## config.mk

```make
export PLATFORM = sky130hd
export DESIGN_NAME = atm_session_ctrl_flat
export DESIGN_NICKNAME = d
export VERILOG_FILES = /design/src/rtl/atm_session_ctrl_if.sv /design/src/rtl/atm_session_ctrl.sv /design/src/flat_wrapper.sv
export SDC_FILE = /design/constraint.sdc
export NUM_CORES = 1
export LEC_CHECK = 0
export CORE_ASPECT_RATIO = 1.75
export CORE_MARGIN = 4
export CORE_UTILIZATION = 40
export CTS_CLUSTER_DIAMETER = 80
export DETAILED_ROUTE_END_ITERATION = 10
export DONT_BUFFER_PORTS = 1
export GPL_TIMING_DRIVEN = 1
export PLACE_DENSITY = 0.55
export SLEW_MARGIN = 20
export SYNTH_ARGS = -nofsm -noshare
export SYNTH_HDL_FRONTEND = slang
export SYNTH_SLANG_ARGS = --single-unit
```

## constraint.sdc

```tcl
create_clock -name clk -period 7.65 [get_ports clk]
set_clock_uncertainty 0.15 [all_clocks]
set_input_delay 1.53 -clock clk [delete_from_list [all_inputs] [get_ports clk]]
set_output_delay 1.53 -clock clk [all_outputs]
set_load 0.005 [all_outputs]
```

## src/rtl/atm_session_ctrl_if.sv

```systemverilog
// Request/response bundle between an ATM front panel and its session controller.
// The master side drives requests; the slave side is the session controller.
interface atm_session_ctrl_if #(
    parameter int unsigned CREDIT_W = 16,
    parameter int unsigned CARD_W   = 3,
    parameter int unsigned PASS_W   = 16
);
    logic                init_we;
    logic [CARD_W-1:0]   init_idx;
    logic [CREDIT_W-1:0] init_credit;
    logic [PASS_W-1:0]   init_pass;
    logic                insert;
    logic [CARD_W-1:0]   card_idx;
    logic [PASS_W-1:0]   password;
    logic                enter;
    logic                cancel;
    logic [1:0]          op;
    logic [CREDIT_W-1:0] amount;
    logic [CARD_W-1:0]   dest_idx;
    logic [CREDIT_W-1:0] balance_out;
    logic                done;
    logic                abort;
    logic                card_out;
    logic                locked;

    modport master (
        output init_we, init_idx, init_credit, init_pass, insert, card_idx,
               password, enter, cancel, op, amount, dest_idx,
        input  balance_out, done, abort, card_out, locked
    );

    modport slave (
        input  init_we, init_idx, init_credit, init_pass, insert, card_idx,
               password, enter, cancel, op, amount, dest_idx,
        output balance_out, done, abort, card_out, locked
    );
endinterface

```

## src/rtl/atm_session_ctrl.sv

```systemverilog
// ATM session controller: card insert, PIN check with lockout, banking
// operations on an internal account table, idle timeout and card eject.
module atm_session_ctrl #(
    parameter int unsigned CREDIT_W  = 16,
    parameter int unsigned CARD_W    = 3,
    parameter int unsigned PASS_W    = 16,
    parameter int unsigned MAX_TRIES = 3,
    parameter int unsigned WD_LIMIT  = 1000,
    parameter int unsigned TIMEOUT   = 255
) (
    input logic              clk,
    input logic              rst_n,
    atm_session_ctrl_if.slave bus
);
    localparam int unsigned NUM_CARDS = 2**CARD_W;

    typedef enum logic [1:0] {S_IDLE, S_PIN, S_MENU, S_EJECT} state_t;

    state_t              r_state;
    state_t              w_next;
    logic [CREDIT_W-1:0] r_credit [NUM_CARDS];
    logic [PASS_W-1:0]   r_pass   [NUM_CARDS];
    logic                r_lock   [NUM_CARDS];
    logic [CARD_W-1:0]   r_active;
    logic [2:0]          r_tries;
    logic [15:0]         r_idle;
    logic [CREDIT_W-1:0] r_balance;
    logic                r_done;
    logic                r_abort;

    logic [CREDIT_W-1:0] w_cur;
    logic [CREDIT_W-1:0] w_dst;
    logic [CREDIT_W:0]   w_dep_sum;
    logic [CREDIT_W:0]   w_dst_sum;
    logic                w_wd_bad;
    logic                w_timeout;
    logic                w_pin_ok;
    logic                w_last_try;
    logic                w_op_ok;
    logic                w_card_out;
    logic                w_locked;

    assign w_cur      = r_credit[r_active];
    assign w_dst      = r_credit[bus.dest_idx];
    assign w_dep_sum  = {1'b0, w_cur} + {1'b0, bus.amount};
    assign w_dst_sum  = {1'b0, w_dst} + {1'b0, bus.amount};
    assign w_wd_bad   = (bus.amount > w_cur) || (32'(bus.amount) > WD_LIMIT);
    assign w_timeout  = !bus.cancel && !bus.enter && (r_idle == 16'(TIMEOUT - 1));
    assign w_pin_ok   = (bus.password == r_pass[r_active]);
    assign w_last_try = (r_tries == 3'(MAX_TRIES - 1));

    always_comb begin
        w_op_ok = 1'b0;
        case (bus.op)
            2'd0:    w_op_ok = 1'b1;
            2'd1:    w_op_ok = !w_dep_sum[CREDIT_W];
            2'd2:    w_op_ok = !w_wd_bad;
            default: w_op_ok = (bus.dest_idx != r_active) && !r_lock[bus.dest_idx] &&
                               !w_wd_bad && !w_dst_sum[CREDIT_W];
        endcase
    end

    always_ff @(posedge clk) begin
        if (!rst_n) r_state <= S_IDLE;
        else        r_state <= w_next;
    end

    always_comb begin
        w_next = r_state;
        case (r_state)
            S_IDLE: begin
                if (bus.insert) w_next = r_lock[bus.card_idx] ? S_EJECT : S_PIN;
            end
            S_PIN: begin
                if (bus.cancel)     w_next = S_EJECT;
                else if (bus.enter) w_next = w_pin_ok ? S_MENU : (w_last_try ? S_EJECT : S_PIN);
                else if (w_timeout) w_next = S_EJECT;
            end
            S_MENU: begin
                if (bus.cancel || w_timeout) w_next = S_EJECT;
            end
            default: w_next = S_IDLE;
        endcase
    end

    always_comb begin
        w_card_out = (r_state == S_EJECT);
        w_locked   = (r_state != S_IDLE) && r_lock[r_active];
    end

    always_ff @(posedge clk) begin
        if (!rst_n) begin
            for (int unsigned i = 0; i < NUM_CARDS; i++) begin
                r_credit[i] <= '0;
                r_pass[i]   <= '0;
                r_lock[i]   <= 1'b0;
            end
            r_active  <= '0;
            r_tries   <= '0;
            r_idle    <= '0;
            r_balance <= '0;
            r_done    <= 1'b0;
            r_abort   <= 1'b0;
        end else begin
            r_done  <= 1'b0;
            r_abort <= 1'b0;
            case (r_state)
                S_IDLE: begin
                    r_tries <= '0;
                    r_idle  <= '0;
                    if (bus.init_we) begin
                        r_credit[bus.init_idx] <= bus.init_credit;
                        r_pass[bus.init_idx]   <= bus.init_pass;
                        r_lock[bus.init_idx]   <= 1'b0;
                    end
                    if (bus.insert) begin
                        r_active <= bus.card_idx;
                        if (r_lock[bus.card_idx]) r_abort <= 1'b1;
                    end
                end
                S_PIN: begin
                    if (bus.cancel) begin
                        r_idle <= '0;
                    end else if (bus.enter) begin
                        r_idle <= '0;
                        if (w_pin_ok) begin
                            r_tries <= '0;
                        end else begin
                            r_tries <= r_tries + 3'd1;
                            if (w_last_try) begin
                                r_lock[r_active] <= 1'b1;
                                r_abort          <= 1'b1;
                            end
                        end
                    end else if (w_timeout) begin
                        r_abort <= 1'b1;
                    end else begin
                        r_idle <= r_idle + 16'd1;
                    end
                end
                S_MENU: begin
                    if (bus.cancel) begin
                        r_idle <= '0;
                    end else if (bus.enter) begin
                        r_idle  <= '0;
                        r_done  <= w_op_ok;
                        r_abort <= !w_op_ok;
                        if (w_op_ok) begin
                            // Transfer debits active and credits dest in one cycle; indices differ.
                            case (bus.op)
                                2'd0: r_balance <= w_cur;
                                2'd1: begin
                                    r_credit[r_active] <= w_dep_sum[CREDIT_W-1:0];
                                    r_balance          <= w_dep_sum[CREDIT_W-1:0];
                                end
                                2'd2: begin
                                    r_credit[r_active] <= w_cur - bus.amount;
                                    r_balance          <= w_cur - bus.amount;
                                end
                                default: begin
                                    r_credit[r_active]     <= w_cur - bus.amount;
                                    r_credit[bus.dest_idx] <= w_dst_sum[CREDIT_W-1:0];
                                    r_balance              <= w_cur - bus.amount;
                                end
                            endcase
                        end
                    end else if (w_timeout) begin
                        r_abort <= 1'b1;
                    end else begin
                        r_idle <= r_idle + 16'd1;
                    end
                end
                default: begin
                    r_balance <= '0;
                    r_tries   <= '0;
                end
            endcase
        end
    end

    assign bus.balance_out = r_balance;
    assign bus.done        = r_done;
    assign bus.abort       = r_abort;
    assign bus.card_out    = w_card_out;
    assign bus.locked      = w_locked;
endmodule

```

## src/flat_wrapper.sv

```systemverilog
// flat-port wrapper written by rule: the top's interface ports become plain ports
module atm_session_ctrl_flat 
#(
    parameter int unsigned CREDIT_W  = 16,
    parameter int unsigned CARD_W    = 3,
    parameter int unsigned PASS_W    = 16,
    parameter int unsigned MAX_TRIES = 3,
    parameter int unsigned WD_LIMIT  = 1000,
    parameter int unsigned TIMEOUT   = 255
)
  (clk, rst_n, bus_init_we, bus_init_idx, bus_init_credit, bus_init_pass, bus_insert, bus_card_idx, bus_password, bus_enter, bus_cancel, bus_op, bus_amount, bus_dest_idx, bus_balance_out, bus_done, bus_abort, bus_card_out, bus_locked);
  atm_session_ctrl_if #(.CREDIT_W(CREDIT_W), .CARD_W(CARD_W), .PASS_W(PASS_W)) bus_i ();
  input logic clk;
  input logic rst_n;
  input wire logic [$bits(bus_i.init_we)-1:0] bus_init_we;
  input wire logic [$bits(bus_i.init_idx)-1:0] bus_init_idx;
  input wire logic [$bits(bus_i.init_credit)-1:0] bus_init_credit;
  input wire logic [$bits(bus_i.init_pass)-1:0] bus_init_pass;
  input wire logic [$bits(bus_i.insert)-1:0] bus_insert;
  input wire logic [$bits(bus_i.card_idx)-1:0] bus_card_idx;
  input wire logic [$bits(bus_i.password)-1:0] bus_password;
  input wire logic [$bits(bus_i.enter)-1:0] bus_enter;
  input wire logic [$bits(bus_i.cancel)-1:0] bus_cancel;
  input wire logic [$bits(bus_i.op)-1:0] bus_op;
  input wire logic [$bits(bus_i.amount)-1:0] bus_amount;
  input wire logic [$bits(bus_i.dest_idx)-1:0] bus_dest_idx;
  output wire logic [$bits(bus_i.balance_out)-1:0] bus_balance_out;
  output wire logic [$bits(bus_i.done)-1:0] bus_done;
  output wire logic [$bits(bus_i.abort)-1:0] bus_abort;
  output wire logic [$bits(bus_i.card_out)-1:0] bus_card_out;
  output wire logic [$bits(bus_i.locked)-1:0] bus_locked;
  assign bus_i.init_we = bus_init_we;
  assign bus_i.init_idx = bus_init_idx;
  assign bus_i.init_credit = bus_init_credit;
  assign bus_i.init_pass = bus_init_pass;
  assign bus_i.insert = bus_insert;
  assign bus_i.card_idx = bus_card_idx;
  assign bus_i.password = bus_password;
  assign bus_i.enter = bus_enter;
  assign bus_i.cancel = bus_cancel;
  assign bus_i.op = bus_op;
  assign bus_i.amount = bus_amount;
  assign bus_i.dest_idx = bus_dest_idx;
  assign bus_balance_out = bus_i.balance_out;
  assign bus_done = bus_i.done;
  assign bus_abort = bus_i.abort;
  assign bus_card_out = bus_i.card_out;
  assign bus_locked = bus_i.locked;
  atm_session_ctrl #(.CREDIT_W(CREDIT_W), .CARD_W(CARD_W), .PASS_W(PASS_W), .MAX_TRIES(MAX_TRIES), .WD_LIMIT(WD_LIMIT), .TIMEOUT(TIMEOUT)) u_core (.clk(clk), .rst_n(rst_n), .bus(bus_i));
endmodule
```

After elaboration in Yosys (flattened, before gate mapping)
Memories as Yosys holds them, arrays and structs flattened. A register that Yosys moved wholly into a read port is not among the register bits. Cells that the tools add are included.

Input bits: 81. Output and inout bits: 20. Memories kept: 3. Flip-flop bits (word level): 42. RAM bits: 264.

Add/subtract/negate cells: 5. Equality and inequality tests: 18. Reduce and logical (&&, ||, !) cells: 34. Bitwise gates (word level): 6. Magnitude comparators: 2. Mux-type cells: 90.

Memory list: u_core.r_credit (depth 8, bits a word 16, rd ports 2, clocked after memory_dff 1, wr ports 8, RTL line atm_session_ctrl.sv:21) `logic [CREDIT_W-1:0] r_credit [NUM_CARDS];`; u_core.r_pass (depth 8, bits a word 16, rd ports 1, clocked after memory_dff 1, wr ports 8, RTL line atm_session_ctrl.sv:22) `logic [PASS_W-1:0] r_pass [NUM_CARDS];`; u_core.r_lock (depth 8, bits a word 1, rd ports 3, clocked after memory_dff 1, wr ports 8, RTL line atm_session_ctrl.sv:23) `logic r_lock [NUM_CARDS];`.

Operator list (count): 16-bit 2-to-1 mux (12); 16-bit one-hot mux with 2 select lines (3); 16-bit OR reduction (4); 1-bit 2-to-1 mux (48); 3-bit 2-to-1 mux (15); 16-bit by 16-bit adder with 17-bit output (2); 16-bit by 1-bit adder with 16-bit output (second input constant) (1); 16-bit == test (1); 16-bit by 8-bit == test with 1-bit output (second input constant) (1); 16-bit by 10-bit greater-than comparator with 1-bit output (second input constant) (1); 16-bit greater-than comparator (1); 2-bit 2-to-1 mux (8); 16-bit subtractor (1); 2-bit != test (second input constant) (5); 1-bit logical NOT (7); 2-bit == test (second input constant) (3); 1-bit logical AND (6); 1-bit one-hot mux with 3 select lines (2); 2-bit one-hot mux with 3 select lines (1); 3-bit one-hot mux with 2 select lines (1); 3-bit AND reduction (2); 2-bit by 1-bit == test with 1-bit output (second input constant) (2); 2-bit logical NOT (2); 2-bit by 1-bit != test with 1-bit output (second input constant) (2); 15 further kinds (24).

Depth between registers and ports, before layout
Gate-level depths: netlist of the first run.

Word-level depth: 16. Gate-level depth with buffers: 22.

Worst setup path before layout of the first run
No wires, ideal clock.

Path type: input to register. Start: input port bus_dest_idx[1]. End: memory u_core.r_credit[0][0] (enable). Library setup time: 416 ps. Cell stages on the path: 18. Data required time: 7084 ps. Path slack: 1369 ps. Data arrival time: 5714 ps. Cell sequence: buf_2 > nor3b_1 > clkbuf_1 > a22oi_1 > nand4_1 > ha_1 > a21o_1 > or3_1 > o2111ai_1 > a211oi_1 > a2111o_1 > o41a_4 > buf_6 > inv_4 > nand2_1 > buf_4 > a21oi_4 > nand3_1.

RTL lines: start: declaration (RTL line flat_wrapper.sv:26) `input wire logic [$bits(bus_i.dest_idx)-1:0] bus_dest_idx;`; end: declaration (RTL line atm_session_ctrl.sv:21).

==> impl_metrics.tcl, run 1 <==
set metrics [dict create \
    power_density_nw_per_um2 258.0 \
    synthCells 1679 \
    initial_core_util_pct 40.58 \
    grt.overflow.total 0 \
    ctsHoldBuffers 0 \
    hold_violations 0 \
    path_cells "mux4_2 > mux2_2 > ha_1 > nand2b_1 > a221oi_1 > o211ai_2 > nand4b_1 > a2111oi_2 > o41a_4 > inv_4 > nand2_2 > a21boi_4 > nand3_1 > buf_4" \
    areaGrowthSynthToFinish_pct 10.24 \
    combinationalPowerShare_pct 29.2 \
    layout_setup_ws_ns 1.279 \
    clock_latency_ns 0.61 \
    antenna_found_initial 1 \
    fmax_mhz 157.0 \
    pre_cts_slack_ns 0.9311 \
    seq_area_frac_synth_pct 46.80 \
    p_sw_mw 1.824 \
    critPathSlowestCell "dfxtp_4" \
    drt_iter0_markers 1486 \
    coreArea_um2 46060 \
    clock_sinks 309 \
    ctsResizeCount 0 \
    synth_top_cell_by_area "edfxtp_1" \
    ys_warn_count 0 \
    cts-root-buf "clkbuf_16" \
    synth_flop_cell "edfxtp_1" \
    ant_nets 0 \
    netlist_area_um2 18690 \
    pin_count 101 \
    synth.most_common_cell "edfxtp_1" \
    arrival_ns 6.50 \
    grt_use_total_pct 27.40 \
    rows 104 \
    wirelength_mm 70.41 \
    min_path_type "reg -> reg" \
    setup_tns_ns 0 \
    slew_violations 0 \
    dr.pass1.iters 6 \
    synth_seq_cells 309 \
    rsz0062_at_grt "false" \
    synth.avg_cell_area_um2 11.13 \
    slowest_delay_ns 0.71 \
    dieArea_um2 50390 \
    vdd_drop_max_mv 0.2543 \
    cts_buffers 31 \
    port-buffer-count 0 \
    maxSlewHeadroom_pct 18.03 \
    cap_violations 0 \
    synth_edf_count 256 \
    hpwl_mm 51.77 \
    leakage_nw 7.431 \
    async_flop_share_pct 0 \
    routabilityCongestion 0.9942 \
    avgViaCountPerCell 6.546 \
    min_period_ns 6.371 \
    cts_max_level 1 \
    critical_path.max_fanout 26 \
    synth_common_cells "edfxtp_1, nand2_1, and2_1, o21ai_0" \
    status "finished clean" \
    crit_required_ns 7.78 \
    cts_setup_buffers 0 \
    first_global_vias 15225 \
    finalCritPeriodShare_pct 83.27 \
    die_x_um 171.4 \
    drive_gt1_share_pct 14.30 \
    p_int_mw 3.492 \
    setup_viol 0 \
    seq_power_share_pct 38.2 \
    ys_types 79 \
    cts_tree "built" \
    vias 14808 \
    drc 0 \
    nets 1794 \
    max-clock-path-buffers 3 \
    clk_pin_slew_ns 0.06 \
    worstMarginPinSlew_ns 1.221 \
    synth_area_leaders "edfxtp_1, mux4_2, dfxtp_1" \
    cp-start-kind "register" \
    synth_top_area_share_pct 41.13 \
    routedWlPerCell_um 31.13 \
    setup.worst_path.end_class "register" \
    worstSetupPathType "reg -> reg" \
    clockPowerShare_pct 32.6 \
    fp.dieH_um 294.0 \
    switching_share_pct 34.31 \
    grt_pass1_wl_mm 101.5 \
    grt_max_degree 52 \
    synth_nets 1820 \
]
[kinds of logic (layout without fill, tap and decap cells)]
kind of cell / after synthesis / after routing / share of synthesized area (%)
compound gates: 467 / 467 / 17.36
flops: 309 / 309 / 46.80
mux: 116 / 116 / 10.94
xor+xnor: 64 / 64 / 2.999
other cells: 0 / 1 / 0
simple gates: 492 / 492 / 14.02
fa+ha+maj: 60 / 60 / 4.137
buf+inv: 171 / 170 / 3.735
[power groups by stage]
stage          Sequential (mW)  Combinational, mW  Clock (mW)
2_1_floorplan             1.99               1.06           0
3_3_place_gp              2.06               1.52           0
3_5_place_dp              2.07               1.53           0
4_1_cts                   2.03               1.54        1.75
5_1_grt                   2.04               1.66        1.82
6_report                  2.03               1.55        1.73
[routing by layer]
layer | GRT usage [%] | vias up | wire length [um]
met5 | 0 | - | 0
met4 | 19.24 | 0 | 6373
met3 | 4.301 | 261 | 4790
met2 | 50.11 | 808 | 36570
met1 | 27.90 | 7236 | 22680
li1 | - | 6503 | -
[critical path, delay by kind of cell, from the launching register on]
family          cells  cell delay [ns]
mux                 2             1.00
simple gates        4             1.45
buf+inv             2             0.45
fa+ha+maj           1             0.46
compound gates      5             1.75
flops               1             0.71
[sequential cells by signal, indices dropped and copies added (netlist names), named ones only]
name                    flops
u_core.r_state              2
u_core.bus.abort            1
u_core.r_lock               8
u_core.r_credit           128
u_core.r_pass             128
u_core.bus.balance_out     16
u_core.r_active             3
u_core.r_tries              3
u_core.r_idle              16
u_core.bus.done             1
[cell usage in the layout, fill, tap and decap left out, drive strengths merged, types with 14 or more instances in the layout]
master	count
nor3	21
buf	64
clkbuf	34
nand2b	28
inv	53
edfxtp	256
and2	90
a21oi	73
o21ai	94
o22ai	67
mux2	17
o211ai	14
ha	57
nor2	85
nand4	32
a22oi	66
mux2i	30
mux4	69
xnor2	20
nand2	94
xor2	44
dfxtp	53
a32oi	36
nand3	36
and3	55
[final cells by class]
class,instances,area (um2)
repair buffers,64,480.5
flip-flops and latches,309,8757
fillers,4319,25460
inverters,48,182.7
diodes,1,2.502
clock inverters,24,352.8
clock buffers,34,787.0
well taps,583,729.5
multi-input cells,1199,9314
[final timing paths]
check	cells after the start	endpoint	from	slack, ns
worst max-delay path	14	u_core.r_credit[3][9]$_DFFE_PP_	register	1.28
worst min-delay path	2	u_core.bus.balance_out[13]$_SDFFE_PN0P_	u_core.bus.balance_out[13]$_SDFFE_PN0P_	0.34
worst max register to register	14	u_core.r_credit[3][9]$_DFFE_PP_	register	1.28
worst min register to register	2	u_core.bus.balance_out[13]$_SDFFE_PN0P_	u_core.bus.balance_out[13]$_SDFFE_PN0P_	0.34
[per-stage QoR]
step | util, % | hold slack (ns) | total power, mW | cell area [um2] | cells
2_1_floorplan | - | 0.3122 | 3.051 | 18690 | 1679
3_3_place_gp | 42.20 | 0.3353 | 3.586 | 19440 | 2203
3_5_place_dp | 42.24 | 0.3414 | 3.596 | 19460 | 2203
4_1_cts | 44.71 | 0.3519 | 5.317 | 20600 | 2261
5_1_grt | 44.73 | 0.3730 | 5.515 | 20610 | 2262
6_report | 44.73 | 0.3427 | 5.317 | 20610 | 2262
No activity file was read; power rests on OpenSTA's default activity.
==> inputs of run 2 (changes only) <==
==> constraint.sdc (replaced) <==
create_clock -name clk -period 6.5 [get_ports clk]
set_clock_uncertainty 0.15 [all_clocks]
set_input_delay 1.3 -clock clk [delete_from_list [all_inputs] [get_ports clk]]
set_output_delay 1.3 -clock clk [all_outputs]
set_load 0.005 [all_outputs]
==> run 2 against run 1 <==
First-iteration DRC count is 15% lower. Die area stayed put. Clock-buffer cell count is 1 higher. Total power is 16% higher. Cell count is 0.93% higher. Clock power is 11% higher.
==> impl_metrics.tcl, run 2 (synthesis results as in run 1) <==
set metrics [dict create \
    status "finished clean" \
    holdPathStages 2 \
    ctsHoldBuffers 0 \
    min_period_ns 5.681 \
    setup.worst_path.end_class "register" \
    hold_path_end "u_core.bus.balance_out[0]$_SDFFE_PN0P_" \
    ant_nets 0 \
    cap_violations 0 \
    slowest_delay_ns 0.64 \
    cts_buffers 31 \
    p_int_mw 4.026 \
    cts_max_level 1 \
    crit_family "compound AO/OA/AOI/OAI gates" \
    combinationalPowerShare_pct 29.9 \
    coreArea_um2 46060 \
    power_density_nw_per_um2 296.9 \
    maxSlewHeadroom_pct 26.71 \
    clk_pin_slew_ns 0.07 \
    clock_sinks 309 \
    die_x_um 171.4 \
    wirelength_mm 72.06 \
    ctsResizeCount 0 \
    hpwl_mm 54.21 \
    switching_share_pct 34.51 \
    fmax_mhz 176.0 \
    setup_tns_ns 0 \
    min_path_type "reg -> reg" \
    leakage_nw 7.500 \
    grt_pass1_wl_mm 103.3 \
    cts_setup_buffers 0 \
    fin_util_pct 44.95 \
    cts_tree "built" \
    arrival_ns 5.83 \
    critPathSlowestCell "or4_1" \
    slew_violations 0 \
    dieArea_um2 50390 \
    grt_max_degree 37 \
    setup_viol 0 \
    avgViaCountPerCell 6.476 \
    total_power_mw 6.147 \
    layout_commonest_cell "edfxtp_1" \
    clockPowerShare_pct 31.3 \
    pin_count 101 \
    routedWlPerCell_um 31.56 \
    routabilityCongestion 1.020 \
    drive_gt1_share_pct 15.24 \
    crit_required_ns 6.65 \
    nets 1816 \
    dr.pass1.iters 6 \
    drt_iter0_markers 1268 \
    vias 14784 \
    layout.cells.non_filler 2283 \
    p_sw_mw 2.121 \
    clock_latency_ns 0.60 \
    critical_path.max_fanout 14 \
    critPathBufInv 2 \
    r2r_cells 14 \
    worstMarginPinSlew_ns 1.096 \
    grt.overflow.total 0 \
    cts-root-buf "clkbuf_16" \
    hold_violations 0 \
    finalCritPeriodShare_pct 87.41 \
    seq_power_share_pct 38.8 \
    vdd_drop_max_mv 0.2289 \
    port-buffer-count 0 \
    top_regs "u_core.r_credit: 128 flops, u_core.r_pass: 128 flops" \
    first_global_vias 14969 \
    r2r_slack_ns 0.82 \
    layout_common_cells "edfxtp_1, nand2_1, and2_1" \
    r2r_end "u_core.r_credit[4][4]$_DFFE_PP_" \
    layout_setup_ws_ns 0.8186 \
    drc 0 \
    rows 104 \
    max-clock-path-buffers 3 \
    path_cells "buf_4 > mux4_2 > mux2_2 > ha_1 > nand3_1 > a21oi_1 > o31ai_1 > a2111o_1 > a2111o_1 > o41a_4 > or4_1 > a21boi_4 > nand3_1 > buf_4" \
    pre_cts_slack_ns 0.5923 \
    grt_use_total_pct 28.22 \
    worstSetupPathType "reg -> reg" \
    initial_core_util_pct 40.58 \
    placedCellCount 2225 \
    min_from "u_core.bus.balance_out[0]$_SDFFE_PN0P_" \
    fp.dieH_um 294.0 \
    cp-start-kind "register" \
    rsz0062_at_grt "false" \
    antenna_found_initial 1 \
    areaGrowthSynthToFinish_pct 10.76 \
]
## run 2: metrics by stage
stage	cell area, um2	hold slack [ns]
floorplan	18690	0.3122
global placement	19610	0.3285
detailed placement	19630	0.3360
CTS	20690	0.3478
global route	20700	0.3658
finish	20700	0.3435
## run 2: cell type report
class,instances,area [um2]
inverters,48,182.7
fillers,4363,25360
flip-flops and latches,309,8757
multi-input cells,1199,9309
clock buffers,35,790.8
diodes,1,2.502
clock inverters,22,274.0
repair buffers,86,658.1
well taps,583,729.5
## run 2: layer usage
layer	vias up	wire length, um	GRT usage (%)	share of wire [%]
met4	0	7291	22.47	10
met2	733	37520	51.08	52
met1	7253	22750	27.85	32
met3	254	4493	4.704	6.2
li1	6544	-	-	-
met5	-	0	0	0
## run 2: worst max path at each step
stage                          from                         endpoint  cells past startpoint
floorplan           bus_dest_idx[1]  u_core.r_credit[0][0]$_DFFE_PP_                     18
global placement    bus_dest_idx[0]  u_core.r_credit[4][7]$_DFFE_PP_                     16
detailed placement  bus_dest_idx[0]  u_core.r_credit[4][8]$_DFFE_PP_                     16
CTS                        register  u_core.r_credit[4][4]$_DFFE_PP_                     14
global route               register  u_core.r_credit[4][4]$_DFFE_PP_                     14
finish                     register  u_core.r_credit[4][4]$_DFFE_PP_                     14
## run 2: worst register-to-register path, stage by stage, from the launching register on
cell and delay [ns]:
dfxtp_4 0.53, buf_4 0.33, mux4_2 0.52, mux2_2 0.34, ha_1 0.50, nand3_1 0.17, a21oi_1 0.24, o31ai_1 0.14
a2111o_1 0.47, a2111o_1 0.42, o41a_4 0.19, or4_1 0.65, a21boi_4 0.24, nand3_1 0.24, buf_4 0.26
## run 2: power groups by stage
| stage | Clock, mW | Combinational, mW | Sequential [mW] |
|---|---|---|---|
| after floorplan | 0 | 1.25 | 2.34 |
| after global placement | 0 | 1.80 | 2.42 |
| after detailed placement | 0 | 1.81 | 2.42 |
| after CTS | 1.95 | 1.82 | 2.38 |
| after global routing | 2.03 | 1.97 | 2.39 |
| final | 1.92 | 1.84 | 2.39 |
==> inputs of run 3 (changes only) <==
--- a/config.mk
+++ b/config.mk
@@ -7,12 +7,12 @@
 export LEC_CHECK = 0
 export CORE_ASPECT_RATIO = 1.75
 export CORE_MARGIN = 4
-export CORE_UTILIZATION = 40
+export CORE_UTILIZATION = 52
 export CTS_CLUSTER_DIAMETER = 80
 export DETAILED_ROUTE_END_ITERATION = 10
 export DONT_BUFFER_PORTS = 1
 export GPL_TIMING_DRIVEN = 1
-export PLACE_DENSITY = 0.55
+export PLACE_DENSITY = 0.68
 export SLEW_MARGIN = 20
 export SYNTH_ARGS = -nofsm -noshare
 export SYNTH_HDL_FRONTEND = slang
==> run 3 against run 2 <==
Critical path depth is the same. Largest power group unchanged. Critical path type unchanged. Highest routed layer unchanged. Cell count shrank 5.7%. Sequential power is essentially flat. Largest cell class unchanged.
==> impl_metrics.tcl, run 3 (synthesis results as in run 1) <==
set metrics [dict create \
    slowest_delay_ns 0.67 \
    slew_violations 0 \
    setup_tns_ns 0 \
    crit_required_ns 6.62 \
    routabilityCongestion 1.079 \
    p_sw_mw 2.074 \
    clock_sinks 309 \
    first_global_vias 15365 \
    global_route.usage.met1_pct 35.42 \
    fp.dieH_um 258.8 \
    pin_count 101 \
    coreArea_um2 35410 \
    layout_commonest_cell "edfxtp_1" \
    top_regs "u_core.r_credit: 128 flops, u_core.r_pass: 128 flops" \
    combinationalPowerShare_pct 30.6 \
    routedWlPerCell_um 30.49 \
    layout_common_cells "edfxtp_1, nand2_1, and2_1" \
    grt_pass1_wl_mm 97.22 \
    multiInputGateArea_um2 9301 \
    setup.worst_path.end_class "register" \
    cts_tree "built" \
    fillers 2988 \
    seq_power_share_pct 39.3 \
    vias 14952 \
    setup_viol 0 \
    ant_nets 0 \
    pre_cts_slack_ns 0.3361 \
    finalCritPeriodShare_pct 89.82 \
    antenna_found_initial 0 \
    arrival_ns 5.96 \
    hold_slack_ns 0.3454 \
    grt.overflow.total 0 \
    num_antenna_cells 0 \
    hold_violations 0 \
    cts_max_level 1 \
    maxSlewHeadroom_pct 16.78 \
    grt_util_met2_pct 57.23 \
    use_met3_pct 7.768 \
    vdd_drop_max_mv 0.2680 \
    clockPowerShare_pct 30.1 \
    rows 91 \
    ctsResizeCount 0 \
    crit_family "compound AO/OA/AOI/OAI gates" \
    hpwl_mm 48.96 \
    clk_pin_slew_ns 0.06 \
    rsz0062_at_grt "false" \
    status "finished clean" \
    grt_max_degree 53 \
    avgViaCountPerCell 6.942 \
    nets 1807 \
    min_period_ns 5.838 \
    leakage_nw 7.455 \
    cts_buffers 29 \
    max-clock-path-buffers 3 \
    initial_core_util_pct 52.79 \
    critical_path.max_fanout 20 \
    clock_latency_ns 0.58 \
    top_usage_layer "met2" \
    areaGrowthSynthToFinish_pct 9.418 \
    dr.pass1.iters 8 \
    layout_setup_ws_ns 0.6620 \
    cts-root-buf "clkbuf_16" \
    cap_violations 0 \
    dieArea_um2 39160 \
    switching_share_pct 34.28 \
    wirelength_mm 65.67 \
    power_density_nw_per_um2 295.8 \
    worstSetupPathType "reg -> reg" \
    drc 0 \
    cp-start-kind "register" \
    critPathSlowestCell "or4b_1" \
    cts_setup_buffers 0 \
    port-buffer-count 0 \
    register_area_um2 8755 \
    worstMarginPinSlew_ns 1.239 \
    ctsHoldBuffers 0 \
    min_path_type "reg -> reg" \
    fmax_mhz 171.3 \
    path_cells "buf_4 > mux4_2 > mux2_2 > ha_1 > inv_2 > a221o_1 > a21oi_1 > o31a_1 > a2111oi_2 > o41a_4 > or4b_1 > a21boi_4 > nand3_1 > buf_4" \
    critPathBufInv 3 \
    drive_gt1_share_pct 14.80 \
    cp_common_cell "buf_4" \
    drt_iter0_markers 1436 \
    p_int_mw 3.975 \
    grt_use_total_pct 33.63 \
    die_x_um 151.3 \
]
-- run 3: cell count changes in the layout (fill, tap and decap cells not counted), sizes merged --
cell      change
buf           -7
clkbuf        +4
clkinv        -4
bufinv        -2
clkinvlp      -2
diode         -1
inv           +1
-- run 3: worst reg2reg max path, stage by stage (launching register included) --
cell and delay (ns):
dfxtp_4 0.61, buf_4 0.30, mux4_2 0.58, mux2_2 0.33
ha_1 0.46, inv_2 0.10, a221o_1 0.35, a21oi_1 0.27
o31a_1 0.20, a2111oi_2 0.10, o41a_4 0.57, or4b_1 0.67
a21boi_4 0.24, nand3_1 0.37, buf_4 0.25
-- run 3: routing by layer --
layer,share of wire [%],wire (um),up-vias
met1,31,20680,7224
li1,-,-,6527
met5,0,0,-
met2,50,32900,891
met4,9.6,6319,0
met3,8.8,5773,310
-- run 3: area by class of cell --
class / count / share of cell area (%)
clock inverters: 15 / 0.9850
multi-input cells: 1199 / 45.48
inverters: 48 / 0.8932
well taps: 465 / 2.845
clock buffers: 39 / 4.032
flip-flops and latches: 309 / 42.81
repair buffers: 79 / 2.961
-- run 3: power groups by stage --
stage / Combinational (mW) / Sequential, mW / Clock [mW]
2_1_floorplan: 1.25 / 2.34 / 0
3_5_place_dp: 1.79 / 2.42 / 0
6_report: 1.85 / 2.38 / 1.82
3_3_place_gp: 1.77 / 2.41 / 0
4_1_cts: 1.80 / 2.37 / 1.83
5_1_grt: 1.97 / 2.38 / 1.92
-- run 3: metrics by stage --
step | instances | instance area [um2] | utilization (%) | power [mW]
3_5_place_dp | 2100 | 19420 | 54.84 | 4.206
3_3_place_gp | 2100 | 19410 | 54.82 | 4.186
5_1_grt | 2154 | 20450 | 57.76 | 6.276
6_report | 2154 | 20450 | 57.76 | 6.049
4_1_cts | 2154 | 20440 | 57.74 | 6.005
2_1_floorplan | 1679 | 18690 | - | 3.590
-- run 3: path summary, 6_finish.rpt --
kind | to | start | cells past startpoint | slack [ns]
min | u_core.r_idle[10]$_SDFFE_PN0P_ | u_core.r_idle[10]$_SDFFE_PN0P_ | 2 | 0.35
max reg2reg | u_core.r_credit[6][3]$_DFFE_PP_ | register | 14 | 0.66
max | u_core.r_credit[6][3]$_DFFE_PP_ | register | 14 | 0.66
min reg2reg | u_core.r_idle[10]$_SDFFE_PN0P_ | u_core.r_idle[10]$_SDFFE_PN0P_ | 2 | 0.35
